==> src/rtl/control_unit.sv <==
// control_unit: registered RV32IM main decoder at the ID/EX boundary.
// Ports: CLK rising-edge clock; RESET asynchronous active-low; FLUSH loads a NOP at the edge;
//   INSTRUCTION word from IF/ID; MUX1 (A: rs1/PC), MUX2 (B: rs2/imm), MUX3 (WB: ALU/mem);
//   REGISTERWRITE, MEMORYWRITE, MEMORYREAD enables; BRANCH, JUMP, JAL control flow;
//   TWOSCOMP negates operand B; ALUOP operation code; IMMEDIATE format (I,S,B,U,J).
// Define CU_ILLEGAL_DETECT_EN to add ILLEGAL, flagging unknown opcodes and bad R-type encodings.
module control_unit (
  input  logic        CLK,
  input  logic        RESET,
  input  logic        FLUSH,
  input  logic [31:0] INSTRUCTION,
  output logic        MUX1,
  output logic        MUX2,
  output logic        MUX3,
  output logic        REGISTERWRITE,
  output logic        MEMORYWRITE,
  output logic        MEMORYREAD,
  output logic        BRANCH,
  output logic        JUMP,
  output logic        JAL,
  output logic        TWOSCOMP,
  output logic [4:0]  ALUOP,
  output logic [2:0]  IMMEDIATE
`ifdef CU_ILLEGAL_DETECT_EN
  ,
  output logic        ILLEGAL
`endif
);
  localparam logic [6:0] OP_R     = 7'b0110011;
  localparam logic [6:0] OP_I     = 7'b0010011;
  localparam logic [6:0] OP_LOAD  = 7'b0000011;
  localparam logic [6:0] OP_STORE = 7'b0100011;
  localparam logic [6:0] OP_BR    = 7'b1100011;
  localparam logic [6:0] OP_JAL   = 7'b1101111;
  localparam logic [6:0] OP_JALR  = 7'b1100111;
  localparam logic [6:0] OP_LUI   = 7'b0110111;
  localparam logic [6:0] OP_AUIPC = 7'b0010111;
  localparam logic [4:0] ALU_ADD  = 5'b00000;
  localparam logic [4:0] ALU_SRA  = 5'b01101;
  localparam logic [4:0] ALU_FWD  = 5'b01111;
  localparam logic [2:0] IMM_I    = 3'b000;
  localparam logic [2:0] IMM_S    = 3'b001;
  localparam logic [2:0] IMM_B    = 3'b010;
  localparam logic [2:0] IMM_U    = 3'b011;
  localparam logic [2:0] IMM_J    = 3'b100;
  logic [6:0]  opcode, funct7;
  logic [2:0]  funct3;
  logic        mux1_d, mux2_d, mux3_d, rw_d, mw_d, mr_d, br_d, jmp_d, jal_d, tc_d;
  logic [4:0]  aluop_d;
  logic [2:0]  imm_d;
  logic [17:0] dec, ctl_d, ctl_q;
  logic        unused_fields;
  assign opcode = INSTRUCTION[6:0];
  assign funct3 = INSTRUCTION[14:12];
  assign funct7 = INSTRUCTION[31:25];
  assign unused_fields = ^{INSTRUCTION[24:15], INSTRUCTION[11:7]};
  always_comb begin
    mux1_d  = 1'b0;
    mux2_d  = 1'b0;
    mux3_d  = 1'b0;
    rw_d    = 1'b0;
    mw_d    = 1'b0;
    mr_d    = 1'b0;
    br_d    = 1'b0;
    jmp_d   = 1'b0;
    jal_d   = 1'b0;
    tc_d    = 1'b0;
    aluop_d = ALU_ADD;
    imm_d   = IMM_I;
    case (opcode)
      OP_R: begin
        rw_d = 1'b1;
        if (funct7 == 7'b0000000) aluop_d = {2'b00, funct3};
        else if (funct7 == 7'b0100000 && funct3 == 3'b000) tc_d = 1'b1;
        else if (funct7 == 7'b0100000 && funct3 == 3'b101) aluop_d = ALU_SRA;
        else if (funct7 == 7'b0000001) aluop_d = {2'b10, funct3};
        else rw_d = 1'b0;
      end
      OP_I: begin
        rw_d    = 1'b1;
        mux2_d  = 1'b1;
        aluop_d = (funct3 == 3'b101 && funct7 == 7'b0100000) ? ALU_SRA : {2'b00, funct3};
      end
      OP_LOAD: begin
        rw_d   = 1'b1;
        mr_d   = 1'b1;
        mux3_d = 1'b1;
        mux2_d = 1'b1;
      end
      OP_STORE: begin
        mw_d   = 1'b1;
        mux2_d = 1'b1;
        imm_d  = IMM_S;
      end
      OP_BR: begin
        br_d    = 1'b1;
        tc_d    = 1'b1;
        imm_d   = IMM_B;
        aluop_d = {2'b11, funct3};
      end
      OP_JAL: begin
        jmp_d  = 1'b1;
        jal_d  = 1'b1;
        rw_d   = 1'b1;
        mux1_d = 1'b1;
        mux2_d = 1'b1;
        imm_d  = IMM_J;
      end
      OP_JALR: begin
        jmp_d  = 1'b1;
        rw_d   = 1'b1;
        mux2_d = 1'b1;
      end
      OP_LUI: begin
        rw_d    = 1'b1;
        mux2_d  = 1'b1;
        imm_d   = IMM_U;
        aluop_d = ALU_FWD;
      end
      OP_AUIPC: begin
        rw_d   = 1'b1;
        mux1_d = 1'b1;
        mux2_d = 1'b1;
        imm_d  = IMM_U;
      end
      default: ;
    endcase
    dec   = {mux1_d, mux2_d, mux3_d, rw_d, mw_d, mr_d, br_d, jmp_d, jal_d, tc_d, aluop_d, imm_d};
    ctl_d = FLUSH ? '0 : dec;
  end
  always_ff @(posedge CLK or negedge RESET)
    if (!RESET) ctl_q <= '0;
    else ctl_q <= ctl_d;
  assign {MUX1, MUX2, MUX3, REGISTERWRITE, MEMORYWRITE, MEMORYREAD, BRANCH, JUMP, JAL, TWOSCOMP,
          ALUOP, IMMEDIATE} = ctl_q;
`ifdef CU_ILLEGAL_DETECT_EN
  // Every legal encoding sets at least one enable, so an all-zero decode marks an illegal word.
  logic ill_d, ill_q;
  always_comb ill_d = ~FLUSH & ~|dec;
  always_ff @(posedge CLK or negedge RESET)
    if (!RESET) ill_q <= 1'b0;
    else ill_q <= ill_d;
  assign ILLEGAL = ill_q;
`endif
endmodule

==> config.mk <==
export PLATFORM = sky130hd
export DESIGN_NAME = control_unit
export DESIGN_NICKNAME = d
export VERILOG_FILES = /design/src/rtl/control_unit.sv
export SDC_FILE = /design/constraint.sdc
export NUM_CORES = 1
export LEC_CHECK = 0
export ABC_AREA = 1
export CORE_MARGIN = 2
export CORE_UTILIZATION = 37
export DETAILED_ROUTE_END_ITERATION = 8
export GPL_TIMING_DRIVEN = 0
export PLACE_DENSITY = 0.79
export REMOVE_ABC_BUFFERS = 1
export SYNTH_ARGS = -nofsm -noshare
export SYNTH_HDL_FRONTEND = slang
export SYNTH_SLANG_ARGS = --single-unit
==> constraint.sdc <==
create_clock -name CLK -period 0.8 [get_ports CLK]
set_input_delay 0.12 -clock CLK [delete_from_list [all_inputs] [get_ports CLK]]
set_output_delay 0.12 -clock CLK [all_outputs]
set_load 0.02 [all_outputs]
==> out/results.txt <==
Initial antenna violation count -> 0
Synth Cell Area -> 893 um2
Placed Cells -> 179
Initial Utilization -> 39.6%
# nets final -> 201
# DRC -> 0
CP Max Fanout -> 2
Rows -> 17
Clock Path Buffers -> 2
CP required -> 0.68 ns
Top delay family on crit path -> flip-flops
Number of flip-flops in the largest register -> 16
Synthesis-to-layout area growth -> 61.8%
Register bit count reported by yosys -> 16
Antenna viol nets, final -> 0
Final wirelength -> 2.29 mm
Clock sink total -> 16
Most frequent cells in the layout -> nand2_1, dfrtp_1, buf_6
# setup viols final -> 18
Port Buffer Count -> 37
Drt wl/cell -> 11.9 um
Cell count after synthesis -> 117
Slew Viols, Final -> 0
Netlist cell types -> 19
Pre-antenna DRT Iters -> 4
Biggest regs -> ctl_q x16
Min Tclk post-route -> 0.920 ns
Highest ir drop seen on vdd -> 0.636 mV
Setup crit end -> IMMEDIATE[2]
Relative slew slack -> 58.2%
Average size of a mapped cell -> 7.64 um2
RSZ-0062 raised after global routing -> yes
Critical Path Start -> ctl_q[9]
Measured slew at the worst slew-check pin -> 0.624 ns
Status -> complete, but fails checks
Routed via count -> 934
Largest net degree at the start of global routing -> 17
Die height -> 53.1 um
Period utilization -> 115%
Final Core Density -> 64.1%
Crit-path max cell delay -> 0.37 ns
Worst endpoint data arrival time -> 0.80 ns
Share of cells above drive strength 1 -> 56.1%
Core area -> 2250 um2
Placer Congestion -> 0.753
Crit path cell chain -> buf_2
Die area -> 2820 um2
Die X -> 53.1 um
Ports -> 53
Synth warn -> 0
Leakage power total -> 0.796 nW
Fill cells -> 194
Total power -> 1.49 mW
Placement Setup Slack -> -0.710 ns
Worst Setup End Kind -> primary output
Clock transition at path regs -> 0.07 ns
Buf/Inv on CP -> 1
Min-delay worst type -> in -> reg
Remaining Overflow, GRT -> 0
Avg Vias per Cell -> 4.86
Non-filler instance count after layout -> 192
Most common cell after layout, fill and taps aside -> nand2_1
Hold Vio Cnt, Final -> 0
Detail Placement HPWL -> 1.55 mm
Failing checks -> negative setup slack
Iter 0 DRT Violations -> 9
FMAX -> 1.09 GHz
Setup slack after layout -> -0.120 ns
Sequential area share after synthesis -> 44.8%
Startpoint types -> register
CTS Buf Count -> 3
Critical Path Stages -> 1
Total track usage -> 18.1%
Setup total negative slack -> -1.86 ns
Largest Register -> ctl_q
Max cap viols -> 0
Number of antenna diodes -> 0
First-pass GRT wire length -> 3.72 mm
Power per cell area -> 1030 nW/um2
Kind of critical path -> reg -> out
Vias in the first global route -> 917
CP max-delay cell -> dfrtp_1
CTS root buffer -> clkbuf_4
Htree depth -> 1
CTS tree -> done
==> synth_stat cells <==
| cell type | number | share of area, % |
|---|---|---|
| a21oi_2 | 2 | 2.0 |
| buf_4 | 2 | 1.7 |
| clkbuf_1 | 1 | 0.42 |
| nor2_1 | 17 | 7.1 |
| nor3_1 | 3 | 1.7 |
| nor3_4 | 1 | 1.8 |
| nor2_4 | 2 | 2.5 |
| a21oi_1 | 5 | 2.8 |
| nand2_1 | 26 | 11 |
| inv_2 | 4 | 1.7 |
| nand2_4 | 2 | 2.5 |
| o21ai_0 | 1 | 0.56 |
| nand4_1 | 5 | 3.5 |
| nand2_2 | 4 | 2.8 |
| nand3_1 | 9 | 5.0 |
| dfrtp_1 | 16 | 45 |
| and3_1 | 1 | 0.70 |
| nand3_2 | 1 | 1.1 |
| inv_1 | 15 | 6.3 |
==> logic make-up (layout without fill, tap and decap cells) <==
group | Yosys count | after routing | synth area share [%]
compound gates | 8 | 8 | 5.32
buf+inv | 22 | 69 | 10.1
simple gates | 71 | 71 | 39.8
flops | 16 | 16 | 44.8
==> power breakdown <==
part / switching [mW] / internal [mW]
sequential: 0.00197 / 0.813
combinational: 0.179 / 0.121
clock: 0.202 / 0.175
total: 0.384 / 1.11
==> area by class of cell <==
type	instances	area (um2)	area share [%]
flip-flops and latches	16	400	27.7
multi-input cells	79	538	37.2
well taps	28	35.0	2.42
inverters	19	71.3	4.94
repair buffers	47	378	26.1
clock buffers	3	22.5	1.56
==> timing repair <==
item / CTS / global route
pin swaps: 23 / 10
buffers inserted: 8 / 1
hold endpoints to repair: 1 / 0
cloned: 0 / 0
setup endpoints to repair: 34 / 29
hold buffers: 1 / 0
gates resized for setup: 173 / 25
==> per-layer routing <==
layer	track usage (%)	routed length (um)	part of all wire, %	vias to the layer above
li1	-	-	-	463
met1	20.3	909	40	433
met2	32.7	1210	53	31
met3	2.26	116	5.1	7
met4	10.3	52	2.3	0
met5	0	0	0	-
==> stage by stage <==
stage               hold WS, ns  area [um2]
finish                    0.172        1450
floorplan                -0.176         875
global route              0.173        1450
detailed placement        0.546        1280
global placement          0.547        1280
CTS                       0.163        1420
==> worst min path at each step <==
stage	from	to	slack, ns	depth (start not counted)
finish	INSTRUCTION[2]	ctl_q[9]	0.17	3
CTS	INSTRUCTION[2]	ctl_q[9]	0.16	3
global route	FLUSH	ctl_q[3]	0.17	2
detailed placement	RESET	ctl_q[10]	0.55	1
floorplan	RESET	ctl_q[0]	-0.18	0
global placement	RESET	ctl_q[10]	0.55	1
No activity file was read; power rests on OpenSTA's default activity.
==> RTL change 1: new RTL, same settings <==
Put a register stage on the output `ALUOP`, with the module's reset. The value now appears one clock later. The other outputs are not delayed to match.
--- a/src/rtl/control_unit.sv
+++ b/src/rtl/control_unit.sv
@@ -44,4 +44,6 @@
   localparam logic [2:0] IMM_U    = 3'b011;
   localparam logic [2:0] IMM_J    = 3'b100;
+
+  logic [4:0] ALUOP_d;
   logic [6:0]  opcode, funct7;
   logic [2:0]  funct3;
@@ -133,5 +135,5 @@
     else ctl_q <= ctl_d;
   assign {MUX1, MUX2, MUX3, REGISTERWRITE, MEMORYWRITE, MEMORYREAD, BRANCH, JUMP, JAL, TWOSCOMP,
-          ALUOP, IMMEDIATE} = ctl_q;
+          ALUOP_d, IMMEDIATE} = ctl_q;
 `ifdef CU_ILLEGAL_DETECT_EN
   // Every legal encoding sets at least one enable, so an all-zero decode marks an illegal word.
@@ -143,4 +145,12 @@
   assign ILLEGAL = ill_q;
 `endif
+  always_ff @(posedge CLK or negedge RESET) begin
+    if (!RESET) begin
+      ALUOP <= '0;
+    end else begin
+      ALUOP <= ALUOP_d;
+    end
+  end
+
 endmodule
 
Function: changed (a bounded check fails within 4 cycles, from zero or initial values and one cycle with RESET low).
==> RTL change 1 against the original RTL <==
  * The flow still finishes with violations (negative setup slack)
  * Design area is 4.4% higher
  * Sequential cell count increased by 5
  * Power grew 22%
  * Routed wire length grew 1.8%
  * Critical path depth is the same
  * Synthesized area up 16%
  * Setup slack worse by 32 ps
  * Die area grew 14%
  * Global-route usage decreased by 3.5 points
  * Via count rose by 2.8%
  * Largest cell class is now sequential cells
  * Highest routed layer unchanged
==> RTL change 1: results (changes against the original RTL) <==
outcome: "complete, but fails checks"
violations: "negative setup slack"
grtUsageTotal: 0.147  # -0.0346
clk_latency_ps: 290
drive_gt1_frac: 0.521  # -0.0398
grt_pass1_vias: 883  # -3.7%
internal_power_mw: 1.36  # +23%
vias: 960  # +2.8%
place_area_um2: 1410  # +10%
initialDrtViolationCount: 14  # +5
clk_pin_slew_worst_paths_ps: 100  # +30 ps
reg_top3: "ctl_q: 16 flops, ALUOP: 5 flops"
ys_seq_area_frac: 0.508  # +0.0603
worstPathArrival_ps: 830  # +30 ps
cts_buffers: 3  # unchanged
r2r_end: "ALUOP[3]"
fin_worst_skew_ps: 0.257
hold_path.class: "input pin to asynchronous set/reset pin"
vdd_drop_max_uv: 877  # +38%
setup_tns_ps: -2370  # -515 ps
dp_hpwl_um: 1710  # +10%
ys_top_cells_by_area: "dfrtp_1 (51%), nand2_1 (9.4%), nor2_1 (6.2%)"
grt_first_pass_wirelength_um: 3700  # -0.56%
p_leak_nw: 0.847  # +6.3%
setup_ws_ps: -152  # -31.9 ps
reg2reg_from: "ctl_q[6]"
max_stage_delay_ps: 410  # +40 ps
setup_viol: 19  # +1
slowest_stage: "dfrtp_1"
crit_family: "flip-flops"
yosys_warnings: 0  # unchanged
cts_root_buf: "clkbuf_4"
worstPathMaxFanout: 2  # unchanged
post_drt_wl_per_cell_um: 11.9  # -0.29%
holdWs_ps: 31.6  # -140 ps
routabilityCongestion: 0.798  # +6.0%
firstDrtPassIters: 4  # unchanged
worstMarginPinSlew_ps: 829  # +205 ps
ys_top_cells_by_count: "nand2_1 (26), dfrtp_1 (21), nor2_1 (17)"
ys_async_sr_fraction: 1.00  # unchanged
grt_start_max_net_pins: 22  # +5
-- RTL change 1: cell types whose count changed after synthesis, sizes merged --
cell	before	now
dfrtp	16	21
buf	2	4
-- RTL change 1: worst max-delay path by stage --
stage | startpoint | end | slack, ps | cells after the start
6_report | ctl_q[15] | MUX3 | -150 | 1
5_1_grt | ctl_q[15] | MEMORYREAD | -200 | 1
4_1_cts | ctl_q[9] | JAL | -160 | 1
3_5_place_dp | INSTRUCTION[4] | ctl_q[3] | -680 | 9
3_3_place_gp | INSTRUCTION[0] | ctl_q[6] | -630 | 9
2_1_floorplan | INSTRUCTION[0] | ctl_q[5] | -50 | 8
-- RTL change 1: layout make-up --
| type | instances | area, µm² |
|---|---|---|
| clock buffers | 4 | 26.3 |
| repair buffers | 42 | 342 |
| flip-flops and latches | 21 | 526 |
| well taps | 31 | 38.8 |
| fillers | 257 | 1200 |
| multi-input cells | 79 | 503 |
| inverters | 19 | 73.8 |
-- RTL change 1: per-stage QoR --
stage	worst slack (ps)	utilization	instances
CTS	-163	0.552	194
floorplan	-50.3	-	119
finish	-152	0.557	196
global placement	-634	0.520	187
global route	-196	0.557	196
detailed placement	-680	0.520	187
-- RTL change 1: cells by family (layout without fill, tap and decap cells) --
kind of cell	after synthesis	count (layout)	share of synthesized area
AO/OA/AOI/OAI	8	8	0.0460
buffers and inverters	24	65	0.102
AND/OR/NAND/NOR	71	71	0.344
flip-flops	21	21	0.508
-- RTL change 1: timing repair --
action                     CTS  global route
resized for setup          160            38
setup endpoints to repair   55            28
setup buffers                3             2
pin swaps                   15            19
-- RTL change 1: per-layer routing --
metal / vias up / GRT usage / wire length, µm
met3: 10 / 0.0138 / 125
met5: - / 0 / 0
met4: 0 / 0.0598 / 61
li1: 463 / - / -
met1: 448 / 0.163 / 883
met2: 39 / 0.281 / 1260
-- RTL change 1: power groups by stage --
| stage | clock, mW | sequential, mW | combinational (mW) |
|---|---|---|---|
| after floorplan | 0 | 1.09 | 0.0845 |
| after global placement | 0 | 1.09 | 0.247 |
| after detailed placement | 0 | 1.09 | 0.256 |
| after CTS | 0.492 | 1.07 | 0.263 |
| after global routing | 0.524 | 1.07 | 0.302 |
| final | 0.471 | 1.07 | 0.275 |
==> RTL change 2: new RTL, same flow settings <==
Without the edit above. Build with the macro `CU_ILLEGAL_DETECT_EN` defined.
--- a/src/rtl/control_unit.sv
+++ b/src/rtl/control_unit.sv
@@ -5,4 +5,6 @@
 //   TWOSCOMP negates operand B; ALUOP operation code; IMMEDIATE format (I,S,B,U,J).
 // Define CU_ILLEGAL_DETECT_EN to add ILLEGAL, flagging unknown opcodes and bad R-type encodings.
+`define CU_ILLEGAL_DETECT_EN
+
 module control_unit (
   input  logic        CLK,
Behaviour (old outputs only; new: ILLEGAL): unchanged (Yosys induction, for registers that start in step).
==> RTL change 2 against the original RTL <==
  * The run ends with negative hold slack, negative setup slack left
  * Setup slack worse by 17 ps
  * Critical path type unchanged
  * Critical path depth stayed put
  * Synthesized area is 7.7% higher
  * Largest power group unchanged
  * Combinational power is 23% higher
  * Sequential cell count is 2 higher
  * Design area is 19% higher
  * Sequential power is 13% higher
  * Largest cell class unchanged
  * Power is 14% higher
  * Routed wire length is 14% higher
==> RTL change 2: results (changes against the original RTL) <==
worstPathArrival_ps: 820  # +20 ps
finalHoldViolCount: 2  # +2
stdcell_count: 208  # +8.3%
setup_viol: 22  # +4
fillers: 195  # +0.52%
setup_ws_ps: -137  # -17.1 ps
fin_nets: 215  # +7.0%
holdWs_ps: -1.23  # -173 ps
synth_compound_area_frac: 0.0533  # +0.0000947
numPortBuffers: 38  # +2.7%
antenna_found_initial: 0  # unchanged
grt_start_max_net_pins: 19  # +2
max_stage_delay_ps: 380
drive_gt1_frac: 0.624  # +0.0626
clk_pin_slew_worst_paths_ps: 90  # +20 ps
slew_headroom: 0.521  # -0.0616
internal_power_mw: 1.25  # +13%
hold_path.class: "input pin to asynchronous set/reset pin"
p_leak_nw: 0.907  # +14%
ys_top_cells_by_area: "dfrtp_1 (47%), nand2_1 (11%), nor2_1 (7.8%)"
ys_types: 20  # +1
synthCells: 126  # +7.7%
grt_first_pass_wirelength_um: 3620  # -2.6%
setup_tns_ps: -2040  # -185 ps
routabilityCongestion: 0.823  # +9.4%
ys_async_sr_fraction: 1.00  # unchanged
hold_buffers: 0  # -1
seq_area_um2: 450  # +13%
ys_seq_area_frac: 0.468  # +0.0200
synthMuxAreaShare: 0  # unchanged
ys_top_cells_by_count: "nand2_1 (28), nor2_1 (20), dfrtp_1 (18)"
outcome: "complete, but fails checks"
grt_pass1_vias: 865  # -5.7%
synth-xor-area-share: 0  # unchanged
top_register: "ctl_q"
largest_reg_flops: 17  # +1
via_per_inst: 4.95  # +1.8%
initialDrtViolationCount: 15  # +6
dp_slack_ps: -755  # -44.8 ps
dp_hpwl_um: 1650  # +5.9%
violations: "negative hold slack, negative setup slack"
cts_buffers: 3  # unchanged
vdd_drop_max_uv: 736  # +16%
grtUsageTotal: 0.165  # -0.0165
dpl.cell_count: 192  # +7.3%
cts_root_buf: "clkbuf_4"
post_drt_wl_per_cell_um: 12.5  # +5.0%
place_area_um2: 1370  # +6.9%
==> RTL change 2: how the worst max path moves through the flow <==
stage / end / startpoint / slack, ps
after detailed placement: ILLEGAL / INSTRUCTION[6] / -750
after global placement: ILLEGAL / INSTRUCTION[6] / -740
after CTS: MEMORYREAD / ctl_q[15] / -150
after global routing: MEMORYREAD / ctl_q[15] / -180
final: MEMORYREAD / ctl_q[15] / -140
after floorplan: ILLEGAL / INSTRUCTION[28] / -100
==> RTL change 2: final cells by class <==
type	instances	area share
sequential	18	0.263
tap	30	0.0219
timing repair buffer	51	0.285
clock buffer	3	0.0131
inverter	20	0.0481
multi-input combinational	86	0.369
==> RTL change 2: repair_timing <==
| action | CTS | global route |
|---|---|---|
| pin swaps | 26 | 30 |
| setup buffers | 9 | 4 |
| resized for setup | 198 | 58 |
| setup endpoints to repair | 54 | 29 |
==> RTL change 2: per-layer routing <==
| metal | GRT usage | up-vias | part of all wire |
|---|---|---|---|
| li1 | - | 497 | - |
| met2 | 0.292 | 40 | 0.56 |
| met1 | 0.193 | 487 | 0.37 |
| met5 | 0 | - | 0 |
| met3 | 0.0242 | 6 | 0.047 |
| met4 | 0.0813 | 0 | 0.023 |
==> RTL change 2: kinds of logic (layout without fill, tap and decap cells) <==
family | count (synthesis) | count (layout)
AO/OA/AOI/OAI | 10 | 10
buffers and inverters | 22 | 74
flip-flops | 18 | 18
AND/OR/NAND/NOR | 76 | 76
==> RTL change 2: power groups by stage <==
stage / logic, mW / registers, mW / clock network (mW)
2_1_floorplan: 0.0822 / 0.949 / 0
3_3_place_gp: 0.258 / 0.937 / 0
3_5_place_dp: 0.265 / 0.937 / 0
4_1_cts: 0.283 / 0.921 / 0.420
5_1_grt: 0.394 / 0.922 / 0.452
6_report: 0.368 / 0.921 / 0.404
